### config.mk
export PLATFORM = sky130hd
export DESIGN_NAME = l1i_cache_flat
export DESIGN_NICKNAME = d
export VERILOG_FILES = /design/src/rtl/l1i_cache_if.sv /design/src/rtl/l1i_cache.sv /design/src/flat_wrapper.sv
export SDC_FILE = /design/constraint.sdc
export NUM_CORES = 2
export LEC_CHECK = 0
export CAP_MARGIN = 20
export CORE_ASPECT_RATIO = 1.75
export CORE_MARGIN = 5
export CORE_UTILIZATION = 40
export CTS_CLUSTER_DIAMETER = 40
export CTS_CLUSTER_SIZE = 10
export DETAILED_ROUTE_END_ITERATION = 10
export PLACE_DENSITY_LB_ADDON = 0.12
export SYNTH_ARGS = -nofsm -noshare
export SYNTH_HDL_FRONTEND = slang
export SYNTH_SLANG_ARGS = --single-unit
### constraint.sdc
create_clock -name clk -period 67.6 [get_ports clk]
set_input_delay 13.52 -clock clk [delete_from_list [all_inputs] [get_ports clk]]
set_output_delay 13.52 -clock clk [all_outputs]
set_load 0.02 [all_outputs]
### src/rtl/l1i_cache_if.sv
// Fetch-side and line-fill signals of the L1 instruction cache, bundled for port use.
// The cache takes the slave modport; the fetch unit / next level drive the master side.
interface l1i_cache_if;
    logic         mem_read;
    logic [31:0]  mem_address;
    logic [31:0]  mem_rdata;
    logic         mem_resp;
    logic         l1i_hit;
    logic         pmem_read;
    logic [31:0]  pmem_address;
    logic [255:0] pmem_rdata;
    logic         pmem_resp;

    modport slave (
        input  mem_read, mem_address, pmem_rdata, pmem_resp,
        output mem_rdata, mem_resp, l1i_hit, pmem_read, pmem_address
    );

    modport master (
        output mem_read, mem_address, pmem_rdata, pmem_resp,
        input  mem_rdata, mem_resp, l1i_hit, pmem_read, pmem_address
    );
endinterface

### src/rtl/l1i_cache.sv
// Direct-mapped, read-only L1 instruction cache with flop storage.
// Hits answer combinationally; misses fetch one 256-bit line in a single beat.
module l1i_cache #(
    parameter int unsigned S_OFFSET = 5,
    parameter int unsigned S_INDEX  = 3
) (
    input logic        clk,
    input logic        reset,
    l1i_cache_if.slave bus
);
    localparam int unsigned S_TAG = 32 - S_OFFSET - S_INDEX;
    localparam int unsigned SETS  = 1 << S_INDEX;

    typedef enum logic [0:0] {StIdle, StFetch} state_e;

    state_e                    state_q, state_d;
    logic [31:0]               miss_addr_q, miss_addr_d;
    logic [SETS-1:0]           valid_q, valid_d;
    logic [SETS-1:0][S_TAG-1:0] tag_q, tag_d;
    logic [SETS-1:0][255:0]    data_q, data_d;

    logic [S_INDEX-1:0] idx;
    logic [S_TAG-1:0]   tag;
    logic [2:0]         word;
    logic [S_INDEX-1:0] fill_idx;
    logic               hit;

    logic        mem_resp;
    logic        l1i_hit;
    logic [31:0] mem_rdata;
    logic        pmem_read;
    logic [31:0] pmem_address;

    logic unused_addr;
    assign unused_addr = ^bus.mem_address[1:0];

    assign idx      = bus.mem_address[S_OFFSET+S_INDEX-1:S_OFFSET];
    assign tag      = bus.mem_address[31:S_OFFSET+S_INDEX];
    assign word     = bus.mem_address[4:2];
    assign fill_idx = miss_addr_q[S_OFFSET+S_INDEX-1:S_OFFSET];
    assign hit      = valid_q[idx] && (tag_q[idx] == tag);

    always_comb begin
        state_d      = state_q;
        miss_addr_d  = miss_addr_q;
        valid_d      = valid_q;
        tag_d        = tag_q;
        data_d       = data_q;
        mem_resp     = 1'b0;
        l1i_hit      = 1'b0;
        mem_rdata    = '0;
        pmem_read    = 1'b0;
        pmem_address = '0;

        unique case (state_q)
            StIdle: begin
                if (bus.mem_read) begin
                    if (hit) begin
                        mem_resp  = 1'b1;
                        l1i_hit   = 1'b1;
                        mem_rdata = data_q[idx][{word, 5'b0} +: 32];
                    end else begin
                        miss_addr_d = {tag, idx, {S_OFFSET{1'b0}}};
                        state_d     = StFetch;
                    end
                end
            end
            StFetch: begin
                // The fill lands in the latched set regardless of what fetch does now.
                pmem_read    = 1'b1;
                pmem_address = miss_addr_q;
                if (bus.pmem_resp) begin
                    data_d[fill_idx]  = bus.pmem_rdata;
                    tag_d[fill_idx]   = miss_addr_q[31:S_OFFSET+S_INDEX];
                    valid_d[fill_idx] = 1'b1;
                    state_d           = StIdle;
                end
            end
            default: state_d = StIdle;
        endcase

        // Outputs are silent while reset is held, including a pending fill request.
        if (reset) begin
            mem_resp     = 1'b0;
            l1i_hit      = 1'b0;
            mem_rdata    = '0;
            pmem_read    = 1'b0;
            pmem_address = '0;
        end
    end

    always_ff @(posedge clk) begin
        if (reset) begin
            state_q <= StIdle;
            valid_q <= '0;
        end else begin
            state_q     <= state_d;
            valid_q     <= valid_d;
            miss_addr_q <= miss_addr_d;
            tag_q       <= tag_d;
            data_q      <= data_d;
        end
    end

    assign bus.mem_resp     = mem_resp;
    assign bus.l1i_hit      = l1i_hit;
    assign bus.mem_rdata    = mem_rdata;
    assign bus.pmem_read    = pmem_read;
    assign bus.pmem_address = pmem_address;
endmodule

### src/flat_wrapper.sv
// flat-port wrapper written by rule: the top's interface ports become plain ports
module l1i_cache_flat 
#(
    parameter int unsigned S_OFFSET = 5,
    parameter int unsigned S_INDEX  = 3
)
  (clk, reset, bus_mem_read, bus_mem_address, bus_pmem_rdata, bus_pmem_resp, bus_mem_rdata, bus_mem_resp, bus_l1i_hit, bus_pmem_read, bus_pmem_address);
  l1i_cache_if bus_i ();
  input logic clk;
  input logic reset;
  input wire logic [$bits(bus_i.mem_read)-1:0] bus_mem_read;
  input wire logic [$bits(bus_i.mem_address)-1:0] bus_mem_address;
  input wire logic [$bits(bus_i.pmem_rdata)-1:0] bus_pmem_rdata;
  input wire logic [$bits(bus_i.pmem_resp)-1:0] bus_pmem_resp;
  output wire logic [$bits(bus_i.mem_rdata)-1:0] bus_mem_rdata;
  output wire logic [$bits(bus_i.mem_resp)-1:0] bus_mem_resp;
  output wire logic [$bits(bus_i.l1i_hit)-1:0] bus_l1i_hit;
  output wire logic [$bits(bus_i.pmem_read)-1:0] bus_pmem_read;
  output wire logic [$bits(bus_i.pmem_address)-1:0] bus_pmem_address;
  assign bus_i.mem_read = bus_mem_read;
  assign bus_i.mem_address = bus_mem_address;
  assign bus_i.pmem_rdata = bus_pmem_rdata;
  assign bus_i.pmem_resp = bus_pmem_resp;
  assign bus_mem_rdata = bus_i.mem_rdata;
  assign bus_mem_resp = bus_i.mem_resp;
  assign bus_l1i_hit = bus_i.l1i_hit;
  assign bus_pmem_read = bus_i.pmem_read;
  assign bus_pmem_address = bus_i.pmem_address;
  l1i_cache #(.S_OFFSET(S_OFFSET), .S_INDEX(S_INDEX)) u_core (.clk(clk), .reset(reset), .bus(bus_i));
endmodule
After elaboration in Yosys (flattened, before gate mapping)
Cells that the tools add are included.

Flip-flop bits (word level): 2276. Latch bits: 0. RAM bits: 0. Memory bits (read-only): 0. Input bits: 292. Output and inout port bits: 67. Word-level logic and storage cells: 63. Memories kept: 0.

$add $sub $neg: 0. Multipliers: 0. Divide/modulo/power cells: 0. Magnitude comparators: 3. Equal/unequal tests: 1. Shift operators: 1. Mux-type cells: 30. Bitwise operators: 4. Reduce and logical (&&, ||, !) cells: 5.

Operator list (count): 2048-bit bitwise mux (1); 256-bit binary-select mux with 3-bit select (1); 256-bit demux with 3-bit select (1); 256-bit 2-to-1 mux (2); 256-bit by 9-bit variable part select with 32-bit output (1); 192-bit bitwise mux (1); 32-bit 2-to-1 mux (6); 24-bit binary-select mux with 3-bit select (1); 24-bit demux with 3-bit select (1); 24-bit 2-to-1 mux (2); 24-bit == test (1); 1-bit 2-to-1 mux (11); 3-bit by 4-bit less-than comparator with 1-bit output, second input constant (2); 8-bit bitwise OR (1); 4-bit AND reduction (1); 1-bit binary-select mux with 3-bit select (1); 1-bit demux with 3-bit select (1); 3-bit by 1-bit >= comparator with 1-bit output, second input constant (1); 1-bit NOT (3); 3-bit AND reduction (1); 1-bit logical AND (2); 1-bit case mux with 2 select lines (1); 2-bit AND reduction (1).

Longest topological paths before layout
Word-level depth: 8. Mapped depth: 13. Mapped depth without buffers: 7.

Least setup slack after synthesis
Ideal clock, no wire load.

Path type: input to register. From: in reset. To: reg u_core.data_q[256] (netlist name), enable pin. Setup time: 1266 ps. Arrival: 32762 ps. Required time: 66334 ps. Path slack: 33572 ps. Stages: 3. Buffers on the path: 0. Cells stage by stage: nor2b_1 > nand3_1 > nor3_1.

Longest elaborated chain between the ends: 2.

RTL lines: start, declared (line flat_wrapper.sv:10) `input logic reset;`; 1-bit NOT (no source line); 3-bit AND reduction (no source line); end signal, assigned (line l1i_cache.sv:101) `data_q <= data_d;`; end, declared (line l1i_cache.sv:20) `logic [SETS-1:0][255:0] data_q, data_d;`.

No other way between the ends. A chain may end at the register's enable or synchronous reset.

Final worst setup path
From: in bus_mem_address[5]. To: out bus_mem_rdata[25].

Longest elaborated chain between the ends: 8. Elaborated cells on any way between the ends: 13. Classes of those cells: eq/ne (1); shift (1); mux (10); reduce/logical (1).

RTL lines: start, declared (line flat_wrapper.sv:12) `input wire logic [$bits(bus_i.mem_address)-1:0] bus_mem_address;`; branches (longest 4 deep; another with 256-bit binary-select mux with 3-bit select); 32-bit 2-to-1 mux (*) (line l1i_cache.sv:58) `if (hit) begin`; 32-bit 2-to-1 mux (*) (line l1i_cache.sv:57) `if (bus.mem_read) begin`; 32-bit 2-to-1 mux (*) (line l1i_cache.sv:55) `unique case (state_q)`; 32-bit 2-to-1 mux (*) (line l1i_cache.sv:83) `if (reset) begin`; end, declared (line flat_wrapper.sv:15) `output wire logic [$bits(bus_i.mem_rdata)-1:0] bus_mem_rdata;`.

Mark *: on every way between the ends. The select of a mux whose other input is x is not followed.

==> metrics.yaml <==
outcome:
  status: "complete, no violations"
global_route:
  antenna_found_initial: 73
  grt_pass1_wl_um: 304000
  grt_usage_pct: 18.6
  grt_overflow_total: 0
  grt_start_max_net_pins: 109
  first_global_vias: 41500
die:
  dieWidth_um: 362
  rows: 226
  ioPinCount: 359
  core-area_um2: 216000
  initial_core_util_pct: 40.1
  die_area_um2: 226000
  die_h_um: 626
worst_setup_path:
  cp.required_ns: 54.08
  critPathMaxStageDelay_ns: 0.82
  reg2reg_to: "u_core.data_q[273]"
  ff2ff_setup_slack_ns: 62.90
  critical_path.cell_chain: "buf_8 > buf_4 > buf_4 > buf_12 > buf_4 > buf_4 > buf_4 > mux4_2 > mux4_2 > mux4_2 > nor2b_1 > clkdlybuf4s50_1"
  crit_end: "bus_mem_rdata[25]"
  rr_startpoint: "u_core.state_q"
  cpMostUsedCell: "buf_4"
  end_kind: "output pin"
  critPathSlowestCell: "buf_4"
  crit_arrival_ns: 20.91
  crit_start: "bus_mem_address[5]"
  crit_type: "input pin to output pin"
  r2r_cells: 6
  path_max_fanout: 86
  startpoint_type: "input pin"
clocking:
  cts_max_level: 5
  clk_latency_ns: 0.80
  clockBufferDepth: 4
  clock_sinks: 2276
  cts-buffers-inserted: 278
  cts_resized: 0
  root_buffer: "clkbuf_16"
  cts_tree: "yes"
  clk_pin_slew_ns: 0.05
  cts_hold_buf: 0
  cts_setup_buffers: 0
timing:
  setup_viol: 0
  rsz0062_at_grt: "false"
  slew_violations: 0
  setup_tns_ns: 0
  whs_ns: 0.451
  post-route-min-period_ns: 34.43
  post-route-period-util_pct: 50.9
  fin_ws_ns: 33.17
  worst_slew_pin_slew_ns: 1.13
  slew_headroom_pct: 24.3
  hold_violations: 0
  max_freq_mhz: 29.0
  fin_skew_ns: 0.0344
synthesis:
  yosysWarnings: 0
  synth_enable_flop_cells: 2267
  synth.distinct_cells: 38
  postSynthAreaPerCell_um2: 25.5
  synth_area_um2: 86700
  ys_ff_latch: 2276
  seq_area_frac_synth_pct: 78.8
  yosys-top-cells-area: "edfxtp_1 79%, mux4_2 18%, mux2i_1 0.65%"
  syn_inst: 3401
  synthArstFlopShare_pct: 0
  synth.largest_area_cell: "edfxtp_1"
  synth_top_area_share_pct: 78.6
  synthFlopType: "edfxtp_1"
pwr:
  static-leakage-power_nw: 31.3
  power.density_nw_per_um2: 29.6
  ir_drop_v: 0.0000234
final_layout:
  layout_common_cells: "2267 x edfxtp_1, 691 x mux4_2, 345 x clkdlybuf4s50_1"
  utilization_pct: 46.9
  mostFrequentLayoutCell: "edfxtp_1"
  fin_nets: 4223
  area_delta_synth_final_pct: 16.8
  drive_above_1_share_pct: 27.6
  fillers: 17800
  fin_area_um2: 101000
routing:
  drc: 0
  postRouteAntennaNets: 0
  route.met2.wl_um: 109000
  wl_met3_um: 13400
  drtPass1Iterations: 7
  drtIter0Drc: 2567
  wl_met1_um: 83800
  vias_per_cell: 5.53
  routedWlPerCell_um: 30.7
  drt-total-wl_um: 211000
  vias: 38000
  top_layer_used: "met5"
run:
  maxCapViolations: 0
place:
  gp_congestion: 0.710
  dp_slack_ns: 32.60
  dpl.hpwl_um: 118000
  io_buffers: 351
  place_area_um2: 93600
hold_path:
  hold_class: "flop to flop"
-- critical path, delay by kind of cell --
family,cells,cell delay [ns]
mux,3,1.81
buf+inv,8,5.15
simple gates,1,0.20
-- stage by stage --
stage	power [mW]	std cells
final	3.00	6872
after global routing	3.11	6852
after CTS	3.04	6847
after detailed placement	1.74	6500
after global placement	1.74	6500
after floorplan	1.67	3405
-- worst min path at each step --
| stage | start | end | slack (ns) | cells past startpoint |
|---|---|---|---|---|
| floorplan | u_core.valid_q[4] | u_core.valid_q[4] | 0.42 | 1 |
| global placement | u_core.valid_q[4] | u_core.valid_q[4] | 0.43 | 1 |
| detailed placement | u_core.valid_q[2] | u_core.valid_q[2] | 0.43 | 1 |
| CTS | u_core.valid_q[2] | u_core.valid_q[2] | 0.45 | 1 |
| global route | u_core.valid_q[3] | u_core.valid_q[3] | 0.47 | 1 |
| finish | u_core.valid_q[5] | u_core.valid_q[5] | 0.45 | 1 |
-- report_power, final --
group / internal, mW / switching (mW)
sequential: 1.56 / 0.00259
combinational: 0.0663 / 0.0741
clock: 0.766 / 0.529
-- final cells by class --
type	count	area (um^2)	area share (%)
Sequential cell	2276	68300	67.4
Multi-Input combinational cell	946	17500	17.3
Clock buffer	317	7320	7.23
Timing Repair Buffer	425	4220	4.17
Tap cell	2850	3570	3.52
Clock inverter	30	295	0.292
Antenna cell	24	60.1	0.0593
Inverter	4	15.0	0.0148
-- Yosys cell counts, drive strengths merged (5+ instances only) --
master and instances:
edfxtp 2267, mux4 691, buf 119, clkbuf 60
mux2i 56, nor2b 37, and2 29, a211oi 16
xor2 13, a22o 12, mux2 12, nor2 10
dfxtp 9, a21o 8, o21ai 7, or3 7
o22ai 6, nand4 5
-- registers in the layout, summed over array words and instances (netlist names) --
register            cells
u_core.valid_q          8
u_core.tag_q          192
u_core.miss_addr_q     27
u_core.data_q        2048
u_core.state_q          1
-- layer usage --
metal | up-vias | track usage [%]
met5 | - | 0
met1 | 20800 | 23.6
li1 | 15800 | -
met4 | 60 | 4.49
met2 | 947 | 32.0
met3 | 365 | 4.85
-- kinds of logic (layout without fill, tap and decap cells) --
family	after synthesis	after routing	synth area share (%)
AOI/OAI and AO/OA	60	60	0.507
buffers and inverters	183	776	1.09
muxes	759	759	18.8
and+or+nand+nor	108	108	0.731
other	1	29	0.00433
xor gates and xnor gates	14	14	0.141
DFF	2276	2276	78.8
No activity file was read; power rests on OpenSTA's default activity.
